==> config.mk <==
export PLATFORM = sky130hd
export DESIGN_NAME = tile_config_sequencer
export DESIGN_NICKNAME = d
export VERILOG_FILES = /design/src/rtl/tile_config_sequencer.sv
export SDC_FILE = /design/constraint.sdc
export NUM_CORES = 1
export LEC_CHECK = 0
export ABC_AREA = 0
export BUFFER_PORTS_ARGS = -buffer_cell sky130_fd_sc_hd__buf_4
export CORE_MARGIN = 2
export CORE_UTILIZATION = 49
export CTS_CLUSTER_SIZE = 12
export DETAILED_ROUTE_END_ITERATION = 8
export PLACE_DENSITY = 0.81
export SKIP_LAST_GASP = 1
export SLEW_MARGIN = 40
export SYNTH_ARGS = -nofsm -noshare
export SYNTH_HDL_FRONTEND = slang
export SYNTH_SLANG_ARGS = --single-unit
==> constraint.sdc <==
create_clock -name clk -period 2.1 [get_ports clk]
set_input_delay 0.42 -clock clk [delete_from_list [all_inputs] [get_ports clk]]
set_output_delay 0.42 -clock clk [all_outputs]
set_load 0.005 [all_outputs]
==> src/rtl/tile_config_sequencer.sv <==
// Configuration bitstream sequencer: parses a header and (address, data) pairs from a
// valid/ready stream and presents each pair on the broadcast tile config bus.
module tile_config_sequencer #(
   parameter int unsigned HOLD_CYCLES = 1,
   parameter logic [15:0] MAGIC       = 16'hC0F1
) (
   input  logic        clk,
   input  logic        reset,
   input  logic        start,
   input  logic [31:0] in_data,
   input  logic        in_valid,
   output logic        in_ready,
   output logic [31:0] config_addr,
   output logic [31:0] config_data,
   output logic        busy,
   output logic        done,
   output logic        error,
   output logic [1:0]  err_code,
   output logic [15:0] writes_done
);

   typedef enum logic [2:0] {
      StIdle,
      StHdr,
      StAddr,
      StData,
      StIssue,
      StDone,
      StErr
   } state_t;

   localparam logic [3:0] HoldLast = 4'(HOLD_CYCLES - 1);

   state_t      state;
   logic [15:0] count_q;
   logic [31:0] addr_q;
   logic [31:0] data_q;
   logic [3:0]  hold_q;
   logic [15:0] wd_q;
   logic [1:0]  err_code_q;
   logic        mod_ok;

   // Only logic block, cb1, cb0 and switch box modules may be addressed.
   assign mod_ok = (in_data[31:16] >= 16'd4) && (in_data[31:16] <= 16'd7);

   always_ff @(posedge clk or negedge reset) begin
      if (!reset) begin
         state      <= StIdle;
         count_q    <= 16'd0;
         addr_q     <= 32'd0;
         data_q     <= 32'd0;
         hold_q     <= 4'd0;
         wd_q       <= 16'd0;
         err_code_q <= 2'd0;
      end else begin
         unique case (state)
            StIdle, StDone, StErr: begin
               if (start) begin
                  state      <= StHdr;
                  wd_q       <= 16'd0;
                  err_code_q <= 2'd0;
               end
            end
            StHdr: begin
               if (in_valid) begin
                  if (in_data[31:16] != MAGIC) begin
                     state      <= StErr;
                     err_code_q <= 2'd1;
                  end else begin
                     count_q <= in_data[15:0];
                     state   <= (in_data[15:0] == 16'd0) ? StDone : StAddr;
                  end
               end
            end
            StAddr: begin
               if (in_valid) begin
                  if (mod_ok) begin
                     addr_q <= in_data;
                     state  <= StData;
                  end else begin
                     state      <= StErr;
                     err_code_q <= 2'd2;
                  end
               end
            end
            StData: begin
               if (in_valid) begin
                  data_q <= in_data;
                  hold_q <= 4'd0;
                  state  <= StIssue;
               end
            end
            StIssue: begin
               if (hold_q == HoldLast) begin
                  hold_q <= 4'd0;
                  wd_q   <= wd_q + 16'd1;
                  state  <= (wd_q + 16'd1 == count_q) ? StDone : StAddr;
               end else begin
                  hold_q <= hold_q + 4'd1;
               end
            end
            default: state <= StIdle;
         endcase
      end
   end

   always_comb begin
      in_ready    = (state == StHdr) || (state == StAddr) || (state == StData);
      busy        = in_ready || (state == StIssue);
      done        = (state == StDone);
      error       = (state == StErr);
      // Module id 0 decodes nowhere, so a zero bus is idle.
      config_addr = (state == StIssue) ? addr_q : 32'd0;
      config_data = (state == StIssue) ? data_q : 32'd0;
      err_code    = err_code_q;
      writes_done = wd_q;
   end

endmodule

==> out/qor.yml, run 1 <==
track_usage: 0.2491
violations: "negative setup slack"
final.period_utilization: 1.066
drc: 0
num_rows: 38
final_common_cell: "buf_4"
via_per_inst: 5.705
r2r_start: "writes_done[0]$_DFFE_PN0P_"
cts_made_buffers: 9
synth_warnings: 0
rr_endpoint: "state[1]$_DFFE_PN0P_"
vias: 4792
worstPathRequired_ns: 1.68
yosysTopAreaCell: "dfrtp_1"
synth_cells: 516
drt-initial-drc-count: 227
powerDensity_nw_per_um2: 856.4
worstPathArrival_ns: 1.82
rr_worst_depth: 7
grt_overflow_total: 0
cts.sinks: 105
diodes: 0
routed_wl_mm: 16.59
synth_seq_cells: 105
maxCapViolations: 0
use_met3: 0.05453
synth.avg_cell_area_um2: 10.62
drive_gt1_frac: 0.5186
rsz0062_at_grt: "true"
irDropWorstVdd_uv: 527.9
routedWlPerCell_um: 19.75
grt_max_degree: 38
first_pass_iters: 5
synth_area_leaders: "dfrtp_1, mux2_2, and2_1, o21ai_0, xnor2_1"
clock_path_buffers: 2
syn_nets: 555
grtUsageMet1: 0.3365
cts-htree-levels: 3
stdcell_count: 840
setup_tns_ns: -3.585
fin_ws_ns: -0.1381
dp_hpwl_mm: 10.33
die_h_um: 109.7
cts_tree: "yes"
dp.cells: 807
cp-start-kind: "flop"
coreArea_um2: 10890
ys_seq_area_frac: 0.4796
async_reset_ff_frac: 1.000
worstSetupEndpointType: "output pin"
rrSetupSlack_ns: -0.07
fmax_mhz: 446.8
ys_types: 57
worst-slew-pin-transition_ns: 0.4157
period_needed_ns: 2.238
syn_area_um2: 5479
finalSetupViolations: 57
hold_class: "primary input to flop"
power_mw: 6.689
layout.area.seq_um2: 2636
final_nets: 734
grt-busiest-layer: "met2"
synth-main-ff-cell: "dfrtp_1"
hold_viol: 0
synth_edf_count: 0
place_congestion: 0.9580
antenna_found_initial: 0
clock_latency_ns: 0.39
stdcell_area_um2: 7810
final_cell_mix: "buf_4, dfrtp_1, mux2_2"
crit_start: "state[1]$_DFFE_PN0P_"
placed_cell_area_um2: 6997
drtAntennaViolNets: 0
multi_input_area_um2: 2895
start_util: 0.5032
fin_skew_ns: 0.008959
area_growth_pct: 42.54
grt_pass1_wl_mm: 23.27
clock-root-buffer: "clkbuf_8"
drv_slew: 0
fp.dieArea_um2: 12040
crit_path_max_fanout: 10
endpoint: "config_data[10]"
fillers: 721
die_w_um: 109.7
path_class: "flop to output pin"
io_pins: 122
outcome: "finished with violations"
p_leak_nw: 3.735
synth_top_area_frac: 0.4796
met2_usage: 0.4083
port_buffers: 121
whs_ns: 0.2803
grt_pass1_vias: 4604
slew_headroom: 0.7210
cts.reportedPaths.clkPinSlew_ns: 0.11
cell usage after synthesis, types with 4 or more instances:
master and n:
a21oi_1 13, a31oi_1 4, and2_1 67, buf_2 8, buf_4 5, clkbuf_1 19
dfrtp_1 105, inv_1 7, mux2_2 65, nand2_1 32, nand3_1 11, nand4_1 5
nor2_1 23, nor2b_1 16, nor3_1 5, nor4_1 9, o21ai_0 32, o31ai_1 9
xnor2_1 17, xor2_1 6
through the flow:
stage,setup WS (ns),utilization
floorplan,-0.06337,-
global placement,-0.2013,0.6426
detailed placement,-0.2733,0.6426
CTS,-0.005623,0.6673
global route,-0.1760,0.7173
finish,-0.1381,0.7173
worst max-delay path: stages (launching register included):
cell,delay [ns]
dfrtp_2,0.44
nor3b_4,0.30
buf_6,0.24
clkbuf_16,0.19
and2_1,0.15
buf_4,0.11
final cells by class:
type,count,area share
Clock inverter,5,0.005127
Timing Repair Buffer,200,0.2427
Tap cell,140,0.02243
Clock buffer,11,0.01810
Sequential cell,105,0.3376
Inverter,7,0.003364
Multi-Input combinational cell,372,0.3707
power by group:
group | switching, mW | internal (mW) | total, mW
combinational | 1.30 | 1.48 | 2.78
sequential | 0.271 | 2.43 | 2.70
clock | 0.742 | 0.471 | 1.21
state kept, by name, indices dropped and copies added (netlist names):
| register | flops |
|---|---|
| addr_q | 32 |
| count_q | 16 |
| data_q | 32 |
| err_code | 2 |
| hold_q | 4 |
| state | 3 |
| writes_done | 16 |
metal layers:
| metal | wire, um | part of all wire | vias to the layer above |
|---|---|---|---|
| met5 | 0 | 0 | - |
| met3 | 879 | 0.053 | 23 |
| met2 | 8514 | 0.51 | 156 |
| met4 | 314 | 0.019 | 0 |
| li1 | - | - | 2165 |
| met1 | 6881 | 0.41 | 2448 |
timing repair:
action,in CTS,in global routing
buffers inserted,4,3
endpoints found under the setup margin,65,81
hold buffers,1,0
resized for setup,10,110
hold endpoints to repair,19,0
pin swaps,4,48
gates cloned,1,8
cell families (layout without fill, tap and decap cells):
family,Yosys count,after routing,synth area share
buf+inv,39,223,0.03197
simple gates,198,198,0.2151
xor+xnor,23,23,0.03677
flops,105,105,0.4796
mux,65,65,0.1336
fa+ha+maj,3,3,0.006852
compound gates,83,83,0.09614
worst min path at each step:
stage	start	end	slack, ns	cells past startpoint
global placement	reset	addr_q[20]$_DFFE_PN0P_	0.32	1
finish	in_data[31]	data_q[31]$_DFFE_PN0P_	0.28	2
CTS	in_data[28]	data_q[28]$_DFFE_PN0P_	0.28	2
detailed placement	reset	addr_q[22]$_DFFE_PN0P_	0.33	1
global route	in_data[28]	data_q[28]$_DFFE_PN0P_	0.27	2
floorplan	reset	addr_q[0]$_DFFE_PN0P_	0.12	0
Power figures use the tool's default switching activity.
==> inputs of run 2 (changes only) <==
--- a/config.mk
+++ b/config.mk
@@ -7,11 +7,11 @@
 export LEC_CHECK = 0
 export ABC_AREA = 0
 export BUFFER_PORTS_ARGS = -buffer_cell sky130_fd_sc_hd__buf_4
-export CORE_MARGIN = 2
 export CORE_UTILIZATION = 49
 export CTS_CLUSTER_SIZE = 12
 export DETAILED_ROUTE_END_ITERATION = 8
 export PLACE_DENSITY = 0.81
+export REMOVE_ABC_BUFFERS = 1
 export SKIP_LAST_GASP = 1
 export SLEW_MARGIN = 40
 export SYNTH_ARGS = -nofsm -noshare
==> out/qor.yml, run 2 (synthesis gave the netlist of run 1 again) <==
port_buffers: 121
path_class: "flop to flop"
fin_skew_ns: 0.01350
period_needed_ns: 2.141
clock_latency_ns: 0.37
powerDensity_nw_per_um2: 834.7
grt_pass1_vias: 4687
track_usage: 0.2486
io_pins: 122
drive_gt1_frac: 0.4387
num_rows: 38
routed_wl_mm: 14.03
fillers: 821
placed_cell_area_um2: 6945
fp.dieArea_um2: 11610
setup_tns_ns: -0.04103
final.period_utilization: 1.020
die_w_um: 107.7
cts_tree: "yes"
final_common_cell: "buf_4"
finalSetupViolations: 1
top_regs: "addr_q: 32 flops, data_q: 32 flops"
grt_overflow_total: 0
ctsHoldBuffers: 0
grt_max_degree: 44
drtAntennaViolNets: 0
antenna_found_initial: 0
start_util: 0.5032
outcome: "finished with violations"
crit_path_max_fanout: 2
diodes: 0
slew_headroom: 0.6315
place_congestion: 0.9342
coreArea_um2: 10890
clock-root-buffer: "clkbuf_8"
p_leak_nw: 3.594
routedWlPerCell_um: 16.85
final_nets: 728
maxCapViolations: 0
area_growth_pct: 33.96
rsz0062_at_grt: "true"
stdcell_area_um2: 7340
die_h_um: 107.7
drv_slew: 0
cts_made_buffers: 9
place_ws_ns: -0.2030
stdcell_count: 833
clock_path_buffers: 2
drc: 0
first_pass_iters: 5
drt-initial-drc-count: 261
dp.cells: 807
fin_ws_ns: -0.04103
vias: 4596
hold_class: "primary input to async pin"
grt_pass1_wl_mm: 22.66
cts-htree-levels: 3
dp_hpwl_mm: 10.11
cts.sinks: 105
worstPathRequired_ns: 2.35
irDropWorstVdd_uv: 434.6
final_cell_mix: "buf_4, dfrtp_1, and2_1"
hold_viol: 0
worstPathArrival_ns: 2.39
worst-slew-pin-transition_ns: 0.5527
cts.reportedPaths.clkPinSlew_ns: 0.11
fmax_mhz: 467.1
violations: "negative setup slack"
worstSetupEndpointType: "flop"
cp-start-kind: "flop"
via_per_inst: 5.517
whs_ns: 0.03220
## run 2: metal layers
| metal | routed length (um) | part of all wire | vias up | global-route usage |
|---|---|---|---|---|
| met1 | 6192 | 0.44 | 2263 | 0.3244 |
| li1 | - | - | 2163 | - |
| met5 | 0 | 0 | - | 0 |
| met3 | 603 | 0.043 | 29 | 0.02845 |
| met2 | 6920 | 0.49 | 141 | 0.4254 |
| met4 | 315 | 0.022 | 0 | 0.09002 |
## run 2: metrics by stage
step | util | power, mW
final | 0.6741 | 6.126
after global routing | 0.6741 | 6.483
after CTS | 0.6644 | 6.001
after detailed placement | 0.6379 | 4.754
after global placement | 0.6379 | 4.631
after floorplan | - | 3.763
## run 2: layout make-up
class                      count  area (um2)  share of cell area
timing repair buffer         194        1568              0.2136
inverter                       7       26.28            0.003580
clock buffer                  10       137.6             0.01875
tap                          140       175.2             0.02387
clock inverter                 5       46.29            0.006308
multi-input combinational    372        2754              0.3752
sequential                   105        2633              0.3587
## run 2: report_power, final
group,switching (mW),internal (mW)
Clock,0.731,0.482
Combinational,1.11,1.16
Sequential,0.220,2.42
## run 2: final timing paths
path	start	endpoint	slack, ns	depth (start not counted)
max in group asynchronous	reset	writes_done[7]$_DFFE_PN0P_	1.44	2
min in group clk	in_data[27]	data_q[27]$_DFFE_PN0P_	0.29	2
min	reset	addr_q[27]$_DFFE_PN0P_	0.03	1
max	writes_done[0]$_DFFE_PN0P_	state[1]$_DFFE_PN0P_	-0.04	8
max reg2reg	writes_done[0]$_DFFE_PN0P_	state[1]$_DFFE_PN0P_	-0.04	8
min reg2reg	addr_q[18]$_DFFE_PN0P_	addr_q[18]$_DFFE_PN0P_	0.49	1
## run 2: what timing repair did
item / CTS / global route
pin swaps: 11 / 5
gates resized for setup: 20 / 8
setup endpoints to repair: 65 / 81
setup buffers: 3 / 7
endpoints found under the hold margin: 0 / 0
gates cloned: 0 / 1
## run 2: critical path: stages (launching register included)
cell       delay, ns
dfrtp_1         0.39
ha_2            0.19
nand4_1         0.13
buf_4           0.20
nor3_4          0.22
xnor2_2         0.09
a2111oi_2       0.30
nand4b_1        0.18
a221o_1         0.33
==> inputs of run 3 (changes only) <==
--- a/config.mk
+++ b/config.mk
@@ -7,6 +7,7 @@
 export LEC_CHECK = 0
 export ABC_AREA = 0
 export BUFFER_PORTS_ARGS = -buffer_cell sky130_fd_sc_hd__buf_4
+export CORE_MARGIN = 5
 export CORE_UTILIZATION = 49
 export CTS_CLUSTER_SIZE = 12
 export DETAILED_ROUTE_END_ITERATION = 8
==> out/qor.yml, run 3 (synthesis gave the netlist of run 1 again) <==
final_common_cell: "buf_4"
dp_hpwl_mm: 10.51
rrSetupSlack_ns: -0.07
outcome: "finished with violations"
worstPathArrival_ns: 2.45
stdcell_count: 840
die_h_um: 115.7
drive_gt1_frac: 0.4471
clock_latency_ns: 0.39
drc: 0
final.period_utilization: 1.032
diodes: 0
hold_class: "primary input to flop"
slew_headroom: 0.6870
top_regs: "addr_q: 32 flops, data_q: 32 flops"
cts_made_buffers: 9
setup_tns_ns: -0.1049
power_mw: 6.412
first_pass_iters: 5
io_pins: 122
drv_slew: 0
clock-root-buffer: "clkbuf_8"
clock_path_buffers: 2
grt_pass1_wl_mm: 23.59
powerDensity_nw_per_um2: 847.4
hold_viol: 0
fin_skew_ns: 0.01032
stdcell_area_um2: 7567
violations: "negative setup slack"
num_rows: 38
fp.dieArea_um2: 13400
cts-htree-levels: 3
final_cell_mix: "buf_4, dfrtp_1, and2_1"
cts_tree: "yes"
start_util: 0.5032
area_growth_pct: 38.11
grt_max_degree: 45
vias: 4624
port_buffers: 121
antenna_found_initial: 0
track_usage: 0.2219
grt_pass1_vias: 4724
period_needed_ns: 2.167
grt_overflow_total: 0
place_congestion: 0.9530
path_class: "flop to flop"
p_leak_nw: 3.692
cp-start-kind: "flop"
final_util: 0.6950
worstSetupEndpointType: "flop"
via_per_inst: 5.505
maxCapViolations: 0
worstPathRequired_ns: 2.38
routedWlPerCell_um: 17.95
die_w_um: 115.7
fin_ws_ns: -0.06732
cts.sinks: 105
worst-slew-pin-transition_ns: 0.4695
final_nets: 734
drt-initial-drc-count: 236
coreArea_um2: 10890
placed_cell_area_um2: 6943
drtAntennaViolNets: 0
dp.cells: 805
cts.reportedPaths.clkPinSlew_ns: 0.11
routed_wl_mm: 15.08
rsz0062_at_grt: "true"
irDropWorstVdd_uv: 566.1
finalSetupViolations: 9
crit_path_max_fanout: 5
fmax_mhz: 461.4
==> run 3: critical path: stages (launching register included) <==
cell and delay, ns:
dfrtp_1 0.44, buf_4 0.15, and3_2 0.23, nand4_1 0.20
xnor2_1 0.21, nor4_2 0.32, nand4b_1 0.19, a221o_1 0.31
==> run 3: final timing paths <==
path / startpoint / end / cells after the start
worst max-delay path: writes_done[2]$_DFFE_PN0P_ / state[1]$_DFFE_PN0P_ / 7
worst min-delay path: in_data[24] / data_q[24]$_DFFE_PN0P_ / 2
worst max register to register: writes_done[2]$_DFFE_PN0P_ / state[1]$_DFFE_PN0P_ / 7
worst min register to register: addr_q[18]$_DFFE_PN0P_ / addr_q[18]$_DFFE_PN0P_ / 1
max in group asynchronous: reset / writes_done[12]$_DFFE_PN0P_ / 3
min in group asynchronous: reset / addr_q[19]$_DFFE_PN0P_ / 2
==> run 3: final cells by class <==
class                           count  area, um2
Clock buffer                       10      137.6
Clock inverter                      6      73.82
Fill cell                         791       3321
Inverter                            7      26.28
Multi-Input combinational cell    372       2814
Sequential cell                   105       2630
Tap cell                          140      175.2
Timing Repair Buffer              200       1710
==> run 3: what timing repair did <==
item	4_1_cts	5_1_grt
endpoints found under the setup margin	65	81
gates resized for setup	17	28
hold buffers	1	0
gates cloned	0	5
endpoints found under the hold margin	30	0
pin swaps	11	14
buffers inserted	9	4
==> run 3: metal layers <==
metal	wire length [um]	global-route usage	vias up
met1	6241	0.2877	2263
li1	-	-	2170
met4	350	0.07811	0
met2	7538	0.3758	161
met5	0	0	-
met3	950	0.04073	30
==> run 3: where the power goes <==
| part | switching [mW] | total, mW | internal, mW | leakage, nW |
|---|---|---|---|---|
| Clock | 0.747 | 1.34 | 0.598 | 0.101 |
| Combinational | 1.17 | 2.44 | 1.27 | 2.20 |
| Sequential | 0.211 | 2.63 | 2.42 | 1.39 |
==> run 3: stage by stage <==
stage | hold slack (ns) | setup WS [ns]
floorplan | 0.1244 | -2.648
global placement | 0.3924 | -0.1232
detailed placement | 0.4009 | -0.1788
CTS | 0.2678 | 0.0001774
global route | 0.2676 | -0.1811
finish | 0.2748 | -0.06732
